**src/rtl/vid_out_pkg.sv**
```systemverilog
// Shared video timing constants, derived totals and FSM encoding.
// Defaults match the upstream timing generator.
package vid_out_pkg;

  localparam int VT_H_ACTIVE = 1280;
  localparam int VT_H_FP     = 48;
  localparam int VT_H_SYNC   = 112;
  localparam int VT_H_BP     = 248;
  localparam int VT_V_ACTIVE = 1024;
  localparam int VT_V_FP     = 1;
  localparam int VT_V_SYNC   = 3;
  localparam int VT_V_BP     = 38;
  localparam int VT_HS_POL   = 1;
  localparam int VT_VS_POL   = 1;

  function automatic int tot(
    input int a,
    input int b,
    input int c,
    input int d
  );
    return a + b + c + d;
  endfunction

  localparam int VT_H_TOT =
    tot(VT_H_ACTIVE, VT_H_FP, VT_H_SYNC, VT_H_BP);
  localparam int VT_V_TOT =
    tot(VT_V_ACTIVE, VT_V_FP, VT_V_SYNC, VT_V_BP);

  typedef enum logic {
    WAIT_VSYNC = 1'b0,
    RUN        = 1'b1
  } state_t;

  function automatic logic in_rng(
    input int x,
    input int lo,
    input int hi
  );
    return (x >= lo) && (x < hi);
  endfunction

endpackage

```
**src/rtl/vid_out_if.sv**
```systemverilog
// Pixel stream in, DAC/DVI pins and status out.
// master drives the stream, slave is the output stage.
interface vid_out_if;

  logic        in_vsync;
  logic        in_req;
  logic        in_eol;
  logic        in_eof;
  logic [23:0] in_pixel;
  logic        err_clr;

  logic        vo_hsync;
  logic        vo_vsync;
  logic        vo_de;
  logic        vo_blank_;
  logic [7:0]  vo_r;
  logic [7:0]  vo_g;
  logic [7:0]  vo_b;
  logic        locked;
  logic        err_misalign;
  logic [7:0]  resync_cnt;

  modport master (
    output in_vsync, in_req, in_eol,
    output in_eof, in_pixel, err_clr,
    input  vo_hsync, vo_vsync, vo_de,
    input  vo_blank_, vo_r, vo_g, vo_b,
    input  locked, err_misalign, resync_cnt
  );

  modport slave (
    input  in_vsync, in_req, in_eol,
    input  in_eof, in_pixel, err_clr,
    output vo_hsync, vo_vsync, vo_de,
    output vo_blank_, vo_r, vo_g, vo_b,
    output locked, err_misalign, resync_cnt
  );

endinterface

```
**src/rtl/vid_out_cntr.sv**
```systemverilog
// Horizontal/vertical position counters with load and enable,
// plus active and sync region decodes of the current position.
module vid_out_cntr
  import vid_out_pkg::*;
#(
  parameter int H_ACTIVE = VT_H_ACTIVE,
  parameter int H_FP     = VT_H_FP,
  parameter int H_SYNC   = VT_H_SYNC,
  parameter int H_TOT    = VT_H_TOT,
  parameter int V_ACTIVE = VT_V_ACTIVE,
  parameter int V_FP     = VT_V_FP,
  parameter int V_SYNC   = VT_V_SYNC,
  parameter int V_TOT    = VT_V_TOT
) (
  input  logic        clk,
  input  logic        rst,
  input  logic        i_en,
  input  logic        i_load,
  input  logic [11:0] i_h_ld,
  input  logic [10:0] i_v_ld,
  output logic [11:0] o_h,
  output logic [10:0] o_v,
  output logic        o_h_act,
  output logic        o_v_act,
  output logic        o_hs,
  output logic        o_vs
);

  localparam int HS0 = H_ACTIVE + H_FP;
  localparam int VS0 = V_ACTIVE + V_FP;

  logic [11:0] r_h;
  logic [10:0] r_v;
  logic        w_h_end;
  logic        w_v_end;

  assign w_h_end = int'(r_h) == H_TOT - 1;
  assign w_v_end = int'(r_v) == V_TOT - 1;

  always_ff @(posedge clk or posedge rst) begin
    if (rst) begin
      r_h <= '0;
      r_v <= '0;
    end else if (i_load) begin
      r_h <= i_h_ld;
      r_v <= i_v_ld;
    end else if (i_en) begin
      r_h <= w_h_end ? '0 : r_h + 12'd1;
      if (w_h_end)
        r_v <= w_v_end ? '0 : r_v + 11'd1;
    end
  end

  assign o_h     = r_h;
  assign o_v     = r_v;
  assign o_h_act = in_rng(int'(r_h), 0, H_ACTIVE);
  assign o_v_act = in_rng(int'(r_v), 0, V_ACTIVE);
  assign o_hs    = in_rng(int'(r_h), HS0, HS0 + H_SYNC);
  assign o_vs    = in_rng(int'(r_v), VS0, VS0 + V_SYNC);

endmodule

```
**src/rtl/vid_out.sv**
```systemverilog
// Final video output stage: locks its timing to the incoming vsync,
// regenerates sync/de/RGB and flags stream misalignment.
module vid_out
  import vid_out_pkg::*;
#(
  parameter int H_ACTIVE = VT_H_ACTIVE,
  parameter int H_FP     = VT_H_FP,
  parameter int H_SYNC   = VT_H_SYNC,
  parameter int H_BP     = VT_H_BP,
  parameter int V_ACTIVE = VT_V_ACTIVE,
  parameter int V_FP     = VT_V_FP,
  parameter int V_SYNC   = VT_V_SYNC,
  parameter int V_BP     = VT_V_BP,
  parameter int HS_POL   = VT_HS_POL,
  parameter int VS_POL   = VT_VS_POL
) (
  input  logic     vo_clk,
  input  logic     vo_reset,
  vid_out_if.slave bus
);

  localparam int H_TOT = tot(H_ACTIVE, H_FP, H_SYNC, H_BP);
  localparam int V_TOT = tot(V_ACTIVE, V_FP, V_SYNC, V_BP);
  localparam int VS_LINE = V_ACTIVE + V_FP;
  localparam int HS0 = H_ACTIVE + H_FP;
  localparam logic HSP = (HS_POL != 0);
  localparam logic VSP = (VS_POL != 0);

  // Region decodes of the relock position (h = 0, first vsync line)
  localparam logic RL_DE =
    in_rng(0, 0, H_ACTIVE) && in_rng(VS_LINE, 0, V_ACTIVE);
  localparam logic RL_HS = in_rng(0, HS0, HS0 + H_SYNC);
  localparam logic RL_VS =
    in_rng(VS_LINE, VS_LINE, VS_LINE + V_SYNC);

  state_t      r_state;
  logic        r_hs;
  logic        r_vs;
  logic        r_de;
  logic [23:0] r_rgb;
  logic        r_locked;
  logic        r_err;
  logic [7:0]  r_cnt;

  logic [11:0] w_h;
  logic [10:0] w_v;
  logic        w_h_act;
  logic        w_v_act;
  logic        w_hs_rg;
  logic        w_vs_rg;
  logic        w_exp_req;
  logic        w_exp_eol;
  logic        w_exp_eof;
  logic        w_at_vs;
  logic        w_mis;
  logic        w_relock;
  logic        w_run;
  logic        w_de;
  logic        w_hs;
  logic        w_vs;

  vid_out_cntr #(
    .H_ACTIVE (H_ACTIVE),
    .H_FP     (H_FP),
    .H_SYNC   (H_SYNC),
    .H_TOT    (H_TOT),
    .V_ACTIVE (V_ACTIVE),
    .V_FP     (V_FP),
    .V_SYNC   (V_SYNC),
    .V_TOT    (V_TOT)
  ) u_cntr (
    .clk     (vo_clk),
    .rst     (vo_reset),
    .i_en    (r_state == RUN),
    .i_load  (w_relock),
    .i_h_ld  (12'd1),
    .i_v_ld  (11'(VS_LINE)),
    .o_h     (w_h),
    .o_v     (w_v),
    .o_h_act (w_h_act),
    .o_v_act (w_v_act),
    .o_hs    (w_hs_rg),
    .o_vs    (w_vs_rg)
  );

  always_comb begin
    w_exp_req = w_h_act & w_v_act;
    w_exp_eol = w_exp_req & (int'(w_h) == H_ACTIVE - 1);
    w_exp_eof = w_exp_eol & (int'(w_v) == V_ACTIVE - 1);
    w_at_vs   = (w_h == 12'd0) & (int'(w_v) == VS_LINE);
    w_mis = (r_state == RUN) & (
      (bus.in_req != w_exp_req) |
      (bus.in_req & ((bus.in_eol != w_exp_eol) |
                     (bus.in_eof != w_exp_eof))) |
      (bus.in_vsync & ~w_at_vs));
    // A vsync while unlocked or misaligned relocks this very cycle
    w_relock = bus.in_vsync & ((r_state == WAIT_VSYNC) | w_mis);
    w_run    = w_relock | ((r_state == RUN) & ~w_mis);
    w_de = w_run & (w_relock ? RL_DE : (w_h_act & w_v_act));
    w_hs = w_run & (w_relock ? RL_HS : w_hs_rg);
    w_vs = w_run & (w_relock ? RL_VS : w_vs_rg);
  end

  always_ff @(posedge vo_clk or posedge vo_reset) begin
    if (vo_reset) begin
      r_state  <= WAIT_VSYNC;
      r_hs     <= ~HSP;
      r_vs     <= ~VSP;
      r_de     <= 1'b0;
      r_rgb    <= '0;
      r_locked <= 1'b0;
      r_err    <= 1'b0;
      r_cnt    <= '0;
    end else begin
      r_state  <= w_run ? RUN : WAIT_VSYNC;
      r_hs     <= w_hs ? HSP : ~HSP;
      r_vs     <= w_vs ? VSP : ~VSP;
      r_de     <= w_de;
      r_rgb    <= w_de ? bus.in_pixel : '0;
      r_locked <= w_run;
      if (w_mis)
        r_err <= 1'b1;
      else if (bus.err_clr)
        r_err <= 1'b0;
      if (w_mis && (r_cnt != 8'hFF))
        r_cnt <= r_cnt + 8'd1;
    end
  end

  assign bus.vo_hsync     = r_hs;
  assign bus.vo_vsync     = r_vs;
  assign bus.vo_de        = r_de;
  assign bus.vo_blank_    = r_de;
  assign bus.vo_r         = r_rgb[23:16];
  assign bus.vo_g         = r_rgb[15:8];
  assign bus.vo_b         = r_rgb[7:0];
  assign bus.locked       = r_locked;
  assign bus.err_misalign = r_err;
  assign bus.resync_cnt   = r_cnt;

endmodule
```
**src/flat_wrapper.sv**
```systemverilog
// flat-port wrapper written by rule: the top's interface ports become plain ports
module vid_out_flat import vid_out_pkg::*;
#(
  parameter int H_ACTIVE = VT_H_ACTIVE,
  parameter int H_FP     = VT_H_FP,
  parameter int H_SYNC   = VT_H_SYNC,
  parameter int H_BP     = VT_H_BP,
  parameter int V_ACTIVE = VT_V_ACTIVE,
  parameter int V_FP     = VT_V_FP,
  parameter int V_SYNC   = VT_V_SYNC,
  parameter int V_BP     = VT_V_BP,
  parameter int HS_POL   = VT_HS_POL,
  parameter int VS_POL   = VT_VS_POL
)
  (vo_clk, vo_reset, bus_in_vsync, bus_in_req, bus_in_eol, bus_in_eof, bus_in_pixel, bus_err_clr, bus_vo_hsync, bus_vo_vsync, bus_vo_de, bus_vo_blank_, bus_vo_r, bus_vo_g, bus_vo_b, bus_locked, bus_err_misalign, bus_resync_cnt);
  vid_out_if bus_i ();
  input  logic vo_clk;
  input  logic vo_reset;
  input wire logic [$bits(bus_i.in_vsync)-1:0] bus_in_vsync;
  input wire logic [$bits(bus_i.in_req)-1:0] bus_in_req;
  input wire logic [$bits(bus_i.in_eol)-1:0] bus_in_eol;
  input wire logic [$bits(bus_i.in_eof)-1:0] bus_in_eof;
  input wire logic [$bits(bus_i.in_pixel)-1:0] bus_in_pixel;
  input wire logic [$bits(bus_i.err_clr)-1:0] bus_err_clr;
  output wire logic [$bits(bus_i.vo_hsync)-1:0] bus_vo_hsync;
  output wire logic [$bits(bus_i.vo_vsync)-1:0] bus_vo_vsync;
  output wire logic [$bits(bus_i.vo_de)-1:0] bus_vo_de;
  output wire logic [$bits(bus_i.vo_blank_)-1:0] bus_vo_blank_;
  output wire logic [$bits(bus_i.vo_r)-1:0] bus_vo_r;
  output wire logic [$bits(bus_i.vo_g)-1:0] bus_vo_g;
  output wire logic [$bits(bus_i.vo_b)-1:0] bus_vo_b;
  output wire logic [$bits(bus_i.locked)-1:0] bus_locked;
  output wire logic [$bits(bus_i.err_misalign)-1:0] bus_err_misalign;
  output wire logic [$bits(bus_i.resync_cnt)-1:0] bus_resync_cnt;
  assign bus_i.in_vsync = bus_in_vsync;
  assign bus_i.in_req = bus_in_req;
  assign bus_i.in_eol = bus_in_eol;
  assign bus_i.in_eof = bus_in_eof;
  assign bus_i.in_pixel = bus_in_pixel;
  assign bus_i.err_clr = bus_err_clr;
  assign bus_vo_hsync = bus_i.vo_hsync;
  assign bus_vo_vsync = bus_i.vo_vsync;
  assign bus_vo_de = bus_i.vo_de;
  assign bus_vo_blank_ = bus_i.vo_blank_;
  assign bus_vo_r = bus_i.vo_r;
  assign bus_vo_g = bus_i.vo_g;
  assign bus_vo_b = bus_i.vo_b;
  assign bus_locked = bus_i.locked;
  assign bus_err_misalign = bus_i.err_misalign;
  assign bus_resync_cnt = bus_i.resync_cnt;
  vid_out #(.H_ACTIVE(H_ACTIVE), .H_FP(H_FP), .H_SYNC(H_SYNC), .H_BP(H_BP), .V_ACTIVE(V_ACTIVE), .V_FP(V_FP), .V_SYNC(V_SYNC), .V_BP(V_BP), .HS_POL(HS_POL), .VS_POL(VS_POL)) u_core (.vo_clk(vo_clk), .vo_reset(vo_reset), .bus(bus_i));
endmodule
```
**config.mk**
```make
export PLATFORM = sky130hd
export DESIGN_NAME = vid_out_flat
export DESIGN_NICKNAME = d
export VERILOG_FILES = /design/src/rtl/vid_out_pkg.sv /design/src/rtl/vid_out_if.sv /design/src/rtl/vid_out_cntr.sv /design/src/rtl/vid_out.sv /design/src/flat_wrapper.sv
export SDC_FILE = /design/constraint.sdc
export NUM_CORES = 1
export LEC_CHECK = 0
export CORE_UTILIZATION = 47
export CTS_BUF_LIST = sky130_fd_sc_hd__clkbuf_8
export DETAILED_ROUTE_END_ITERATION = 10
export PLACE_DENSITY = 0.9
export SYNTH_ARGS = -nofsm -noshare
export SYNTH_HDL_FRONTEND = slang
export SYNTH_SLANG_ARGS = --single-unit
```
**constraint.sdc**
```tcl
create_clock -name vo_clk -period 2.6 [get_ports vo_clk]
set_clock_uncertainty 0.15 [all_clocks]
set_input_delay 0.78 -clock vo_clk [delete_from_list [all_inputs] [get_ports vo_clk]]
set_output_delay 0.78 -clock vo_clk [all_outputs]
set_load 0.02 [all_outputs]
```
==> results of run 1 <==
## registers in the layout, indices dropped and copies added (netlist names)
name                     cells
u_core.bus.locked            1
u_core.bus.vo_hsync          1
u_core.bus.err_misalign      1
u_core.u_cntr.o_v           11
u_core.bus.vo_blank_         1
u_core.bus.resync_cnt        8
u_core.r_rgb                24
u_core.bus.vo_vsync          1
u_core.u_cntr.o_h           12
## worst max-delay path: stages (launching register included)
cell and delay, ns:
dfrtp_1 0.43, buf_4 0.18, or4_4 0.53, buf_4 0.16, nor4_4 0.37, o21ai_2 0.13, buf_4 0.20, nor2_1 0.17
a21oi_1 0.12, a311oi_2 0.25
## layout by cell type, fill, tap and decap left out, types with 3 or more instances in the layout
cell             count
clkinv_2             3
o211ai_1             4
and3_1               6
inv_1                8
nand2_1             12
dfrtp_1             60
or4_4                3
xnor2_1              8
clkdlybuf4s50_1     68
nand3_1             10
buf_6                5
ha_1                 5
o21ai_0             17
nor3_1               6
and2_1              20
and2_4               5
nor4_1               3
buf_4               41
nand4_1              4
a21oi_2              4
nor2_1              21
a211o_1              3
a31oi_1              5
nor2_2               3
a21oi_1              9
buf_12               3
clkbuf_8            10
or3_1                3
## metrics by stage
| step | instances | hold slack [ns] |
|---|---|---|
| final | 476 | 0.362 |
| after global routing | 476 | 0.374 |
| after CTS | 475 | 0.352 |
| after detailed placement | 451 | 0.340 |
| after global placement | 451 | 0.332 |
| after floorplan | 286 | 0.362 |
## metal layers
layer,vias to the layer above,part of all wire
li1,1235,-
met4,0,0.070
met3,96,0.12
met1,1461,0.34
met2,294,0.47
met5,-,0
## cells by family after synthesis
family | Yosys count
XOR/XNOR | 11
adder cells (fa/ha/maj) | 5
flip-flops | 60
buffers and inverters | 27
AO/OA/AOI/OAI | 59
AND/OR/NAND/NOR | 121
multiplexers | 3
## layout make-up
class | count | area, um^2 | area share
Clock buffer | 10 | 138 | 0.0311
Clock inverter | 5 | 52.6 | 0.0119
Inverter | 9 | 33.8 | 0.00763
Multi-Input combinational cell | 200 | 1500 | 0.340
Sequential cell | 60 | 1500 | 0.339
Tap cell | 75 | 93.8 | 0.0212
Timing Repair Buffer | 117 | 1100 | 0.250
## how the worst max path moves through the flow
stage,startpoint,end,slack (ns),cells past startpoint
floorplan,u_core.u_cntr.o_h[9]$_DFFE_PP0P_,u_core.bus.resync_cnt[1]$_DFFE_PP0P_,0.03,8
global placement,bus_in_req,u_core.r_rgb[18]$_DFF_PP0_,-0.28,6
detailed placement,bus_in_req,u_core.r_rgb[0]$_DFF_PP0_,-0.45,6
CTS,u_core.u_cntr.o_v[10]$_DFFE_PP0P_,u_core.bus.vo_vsync$_DFF_PP0_,-0.09,7
global route,u_core.u_cntr.o_h[11]$_DFFE_PP0P_,u_core.u_cntr.o_v[2]$_DFFE_PP0P_,-0.23,9
finish,u_core.u_cntr.o_h[11]$_DFFE_PP0P_,u_core.u_cntr.o_v[2]$_DFFE_PP0P_,-0.18,9
## what timing repair did
item	in CTS	in global routing
gates resized for setup	17	27
pin swaps	11	13
setup endpoints to repair	53	58
gates cloned	1	0
setup buffers	8	1
## cell usage after synthesis (all sizes together) (3+ instances only)
cell    instances
o21ai          19
and2           25
o211ai          4
or3             5
and3            6
nor3            7
a21oi          13
clkbuf         11
a31oi           6
a211o           3
ha              5
nor2           25
nand3          11
buf             7
nor4            5
xnor2           9
dfrtp          60
nand2          13
nand4           4
or4             5
inv             9
## where the power goes
part / internal (mW) / switching, mW
Clock: 0.459 / 0.427
Combinational: 0.287 / 0.288
Sequential: 0.999 / 0.0925
Total: 1.74 / 0.807
==> flow_metrics.env, run 1 <==
export IMPL_die_y_um=80.9
export IMPL_h_tree_depth=3
export IMPL_place_ws_ns=-0.449
export IMPL_grt_met1_usage=0.376
export IMPL_worst_r2r_setup_slack_ns=-0.18
export IMPL_coreArea_um2=5960
export IMPL_worstPathRequired_ns=2.70
export IMPL_io_pins=69
export IMPL_diodes=0
export IMPL_power_density_nw_per_um2=576
export IMPL_insertion_delay_ns=0.36
export IMPL_postSynthCellCount=286
export IMPL_netlist_area_um2=2930
export IMPL_first_iter_violations=498
export IMPL_hold_end="u_core.bus.resync_cnt[6]$_DFFE_PP0P_"
export IMPL_holdCritPathClass="reg2reg"
export IMPL_r2r_start="u_core.u_cntr.o_h[11]$_DFFE_PP0P_"
export IMPL_hold_viol_final=0
export IMPL_grt_max_degree=61
export IMPL_cts_tree="built"
export IMPL_dp_hpwl_mm=5.72
export IMPL_die_area_um2=6550
export IMPL_start_kind="flip-flop"
export IMPL_outcome="complete, but fails checks"
export IMPL_hold_buffers=0
export IMPL_grt_pass1_wl_mm=15.7
export IMPL_dr_pass1_iters=5
export IMPL_final_cell_area_um2=4430
export IMPL_crit_fanout=8
export IMPL_setup_viol=36
export IMPL_start_util=0.492
export IMPL_rsz0062_at_grt="yes"
export IMPL_synthToLayoutAreaGrowth_pct=51.2
export IMPL_ys_async_sr_fraction=1.00
export IMPL_critPathKind="reg2reg"
export IMPL_nFillCells=326
export IMPL_clock_sinks=60
export IMPL_root_buffer="clkbuf_8"
export IMPL_drive_gt1_frac=0.264
export IMPL_io_buffers=68
export IMPL_routabilityCongestion=0.929
export IMPL_max_freq_mhz=359
export IMPL_grtUsageTotal=0.332
export IMPL_power_leakage_nw=1.87
export IMPL_busiest_layer="met2"
export IMPL_synthTopCellsByArea="dfrtp_1 51%, and2_1 5.3%, nor2_1 3.2%"
export IMPL_yosys_warnings=0
export IMPL_cts_buffers=9
export IMPL_synth_xor_area_share=0.0329
export IMPL_antenna_found_initial=0
export IMPL_first_global_vias=3043
export IMPL_grt_util_met2=0.553
export IMPL_hp_start="u_core.bus.resync_cnt[6]$_DFFE_PP0P_"
export IMPL_worst_slack_ns=-0.182
export IMPL_post_route_util=0.743
export IMPL_synthAdderAreaFrac=0.0214
export IMPL_grt_overflow=0
export IMPL_synth_top_family_by_area="simple AND/OR/NAND/NOR gates"
export IMPL_yosys_area_top_type="dfrtp_1"
export IMPL_maxCapViolations=0
export IMPL_min_period_over_period=1.07
export IMPL_reg2regPathDepth=9
export IMPL_setup_tns_ns=-1.78
export IMPL_dpl_cell_area_um2=3920
export IMPL_cts_reportedPaths_clkPinSlew_ns=0.07
export IMPL_synth_avg_cell_area_um2=10.2
export IMPL_maxSlewHeadroom=0.505
export IMPL_yosysUniqueCellTypes=56
export IMPL_slew_viol_final=0
export IMPL_drc=0
export IMPL_finalCriticalPeriod_ns=2.78
export IMPL_finalNetCount=433
export IMPL_synth_area_mux_share=0.0107
export IMPL_ys_seq_elements=60
export IMPL_wl_per_cell_um=23.7
export IMPL_tightest_slew_ns=0.740
export IMPL_rows=28
export IMPL_synth_top_area_frac=0.513
export IMPL_synth_compound_area_frac=0.132
export IMPL_synth_flop_cell="dfrtp_1"
export IMPL_hold_path_depth=1
export IMPL_viasPerCell=6.48
export IMPL_cts_buffer_depth=2
export IMPL_synth_edff_count=0
export IMPL_synthSimpleGateAreaFrac=0.246
export IMPL_reg2reg_to="u_core.u_cntr.o_v[2]$_DFFE_PP0P_"
export IMPL_fp_dieW_um=80.9
export IMPL_crit_arrival_ns=2.88
export IMPL_ys_seq_area_frac=0.513
export IMPL_gr_usage_met3=0.130
export IMPL_vias=3086
export IMPL_violations="setup timing"
export IMPL_antenna_left=0
export IMPL_wl_mm=11.3
export IMPL_design_power_total_mw=2.55
export IMPL_synthesis_nets=322
export IMPL_max_vdd_ir_drop_mv=0.976
export IMPL_crit_path_end_kind="flip-flop"
Note: power is estimated with default switching activity, not from simulation.
==> run 2, diff against run 1 <==
--- a/config.mk
+++ b/config.mk
@@ -7,6 +7,7 @@
 export LEC_CHECK = 0
 export CORE_UTILIZATION = 47
 export CTS_BUF_LIST = sky130_fd_sc_hd__clkbuf_8
+export CTS_CLUSTER_SIZE = 10
 export DETAILED_ROUTE_END_ITERATION = 10
 export PLACE_DENSITY = 0.9
 export SYNTH_ARGS = -nofsm -noshare
==> results of run 2 <==
Final layout, timing and power as in run 1 (identical DEF).
==> run 3, diff against run 2 <==
--- a/config.mk
+++ b/config.mk
@@ -5,11 +5,13 @@
 export SDC_FILE = /design/constraint.sdc
 export NUM_CORES = 1
 export LEC_CHECK = 0
-export CORE_UTILIZATION = 47
+export CELL_PAD_IN_SITES_DETAIL_PLACEMENT = 2
+export CELL_PAD_IN_SITES_GLOBAL_PLACEMENT = 2
+export CORE_UTILIZATION = 29
 export CTS_BUF_LIST = sky130_fd_sc_hd__clkbuf_8
 export CTS_CLUSTER_SIZE = 10
 export DETAILED_ROUTE_END_ITERATION = 10
-export PLACE_DENSITY = 0.9
+export PLACE_DENSITY = 0.89
 export SYNTH_ARGS = -nofsm -noshare
 export SYNTH_HDL_FRONTEND = slang
 export SYNTH_SLANG_ARGS = --single-unit
==> flow_metrics.env, run 3 (same netlist as run 1, synthesis figures left out) <==
export IMPL_outcome="complete, but fails checks"
export IMPL_violations="setup timing"
export IMPL_max_vdd_ir_drop_mv=0.300
export IMPL_power_density_nw_per_um2=627
export IMPL_start_kind="flip-flop"
export IMPL_root_buffer="clkbuf_8"
export IMPL_hp_start="u_core.bus.resync_cnt[6]$_DFFE_PP0P_"
export IMPL_critPathKind="reg2reg"
export IMPL_clock_sinks=60
export IMPL_setup_viol=35
export IMPL_hold_viol_final=0
export IMPL_hold_end="u_core.bus.resync_cnt[6]$_DFFE_PP0P_"
export IMPL_largest_reg_flops=24
export IMPL_maxSlewHeadroom=0.518
export IMPL_crit_fanout=11
export IMPL_finalCriticalPeriod_ns=2.76
export IMPL_power_leakage_nw=1.88
export IMPL_io_buffers=68
export IMPL_wl_mm=12.1
export IMPL_vias=2817
export IMPL_reg2reg_to="u_core.u_cntr.o_h[0]$_DFFE_PP0P_"
export IMPL_rows=36
export IMPL_tightest_slew_ns=0.719
export IMPL_die_y_um=102
export IMPL_viasPerCell=5.29
export IMPL_final_common_cell="clkdlybuf4s50_1"
export IMPL_min_period_over_period=1.06
export IMPL_first_global_vias=3254
export IMPL_crit_path_end_kind="flip-flop"
export IMPL_grt_overflow=0
export IMPL_fp_dieW_um=102
export IMPL_drive_gt1_frac=0.260
export IMPL_dp_hpwl_mm=7.69
export IMPL_rsz0062_at_grt="yes"
export IMPL_insertion_delay_ns=0.36
export IMPL_fin_cells=533
export IMPL_worst_r2r_setup_slack_ns=-0.16
export IMPL_hold_slack_ns=0.367
export IMPL_crit_arrival_ns=2.85
export IMPL_regMostFlops="u_core.r_rgb"
export IMPL_drc=0
export IMPL_synthToLayoutAreaGrowth_pct=54.3
export IMPL_max_freq_mhz=363
export IMPL_dp_cells=513
export IMPL_maxCapViolations=0
export IMPL_cts_buffers=9
export IMPL_hold_path_depth=1
export IMPL_grt_max_degree=27
export IMPL_grt_pass1_wl_mm=18.1
export IMPL_diodes=0
export IMPL_first_iter_violations=97
export IMPL_die_area_um2=10500
export IMPL_reg2regPathDepth=6
export IMPL_wl_per_cell_um=22.8
export IMPL_worst_slack_ns=-0.157
export IMPL_holdCritPathClass="reg2reg"
export IMPL_r2r_start="u_core.u_cntr.o_h[2]$_DFFE_PP0P_"
export IMPL_hold_buffers=0
export IMPL_slew_viol_final=0
export IMPL_start_util=0.300
export IMPL_finalNetCount=431
export IMPL_dr_pass1_iters=4
export IMPL_cts_reportedPaths_clkPinSlew_ns=0.07
export IMPL_worstPathRequired_ns=2.69
export IMPL_cts_buffer_depth=2
export IMPL_coreArea_um2=9770
export IMPL_layout_common_cells="68 x clkdlybuf4s50_1, 59 x dfrtp_1, 42 x buf_4"
export IMPL_routabilityCongestion=0.792
export IMPL_grtUsageTotal=0.235
export IMPL_antenna_found_initial=0
export IMPL_h_tree_depth=3
export IMPL_io_pins=69
export IMPL_nFillCells=1023
export IMPL_cts_tree="built"
export IMPL_antenna_left=0
[run 3: changes by cell type in the layout (fill, tap and decap cells not counted), sizes merged]
cell	delta
bufinv	+2
clkinv	-3
nor3	-1
clkinvlp	-1
buf	-1
clkbuf	+3
[run 3: cell type report]
type | instances | area [um^2] | area share
Timing Repair Buffer | 116 | 1090 | 0.241
Tap cell | 133 | 166 | 0.0368
Sequential cell | 60 | 1500 | 0.333
Inverter | 9 | 33.8 | 0.00748
Multi-Input combinational cell | 199 | 1460 | 0.322
Clock buffer | 13 | 179 | 0.0396
Clock inverter | 3 | 90.1 | 0.0199
[run 3: power breakdown]
group          switching (mW)  internal, mW
Combinational           0.301         0.286
Sequential             0.0908         0.999
Clock                   0.414         0.742
Total                   0.805          2.03
[run 3: worst max-delay path, cell delays in order, from the launching register on]
cell,delay (ns)
dfrtp_1,0.41
buf_4,0.18
nor4_1,0.59
nand2_1,0.22
or4_4,0.54
o21a_4,0.30
a211o_1,0.25
[run 3: per-layer routing]
metal / part of all wire / vias to the layer above / global-route usage
met5: 0 / - / 0
met4: 0.031 / 0 / 0.114
met3: 0.054 / 29 / 0.0711
met2: 0.52 / 95 / 0.407
met1: 0.40 / 1458 / 0.263
li1: - / 1235 / -
[run 3: worst max path at each step]
stage	cells past startpoint	to	from	slack (ns)
final	6	u_core.u_cntr.o_h[0]$_DFFE_PP0P_	u_core.u_cntr.o_h[2]$_DFFE_PP0P_	-0.16
after CTS	6	u_core.bus.vo_hsync$_DFF_PP0_	u_core.u_cntr.o_h[11]$_DFFE_PP0P_	-0.05
after global routing	6	u_core.bus.vo_hsync$_DFF_PP0_	u_core.u_cntr.o_v[10]$_DFFE_PP0P_	-0.23
after floorplan	8	u_core.bus.resync_cnt[1]$_DFFE_PP0P_	u_core.u_cntr.o_h[9]$_DFFE_PP0P_	0.03
after detailed placement	7	u_core.u_cntr.o_h[5]$_DFFE_PP0P_	bus_in_eol	-0.26
after global placement	6	u_core.u_cntr.o_h[3]$_DFFE_PP0P_	bus_in_eof	-0.19
[run 3: stage by stage]
step | instance area (um^2) | TNS [ns] | worst slack, ns | power, mW | utilization
finish | 4520 | -2.70 | -0.157 | 2.83 | 0.462
global route | 4520 | -6.22 | -0.229 | 2.92 | 0.462
CTS | 4420 | -0.288 | -0.0529 | 2.81 | 0.452
detailed placement | 4050 | -5.51 | -0.258 | 1.61 | 0.414
global placement | 4050 | -3.10 | -0.193 | 1.56 | 0.414
floorplan | 2930 | 0 | 0.0320 | 1.32 | -
[run 3: what timing repair did]
| item | CTS | global route |
|---|---|---|
| buffers inserted | 2 | 2 |
| setup endpoints to repair | 39 | 54 |
| gates resized for setup | 21 | 18 |
| pin swaps | 6 | 11 |
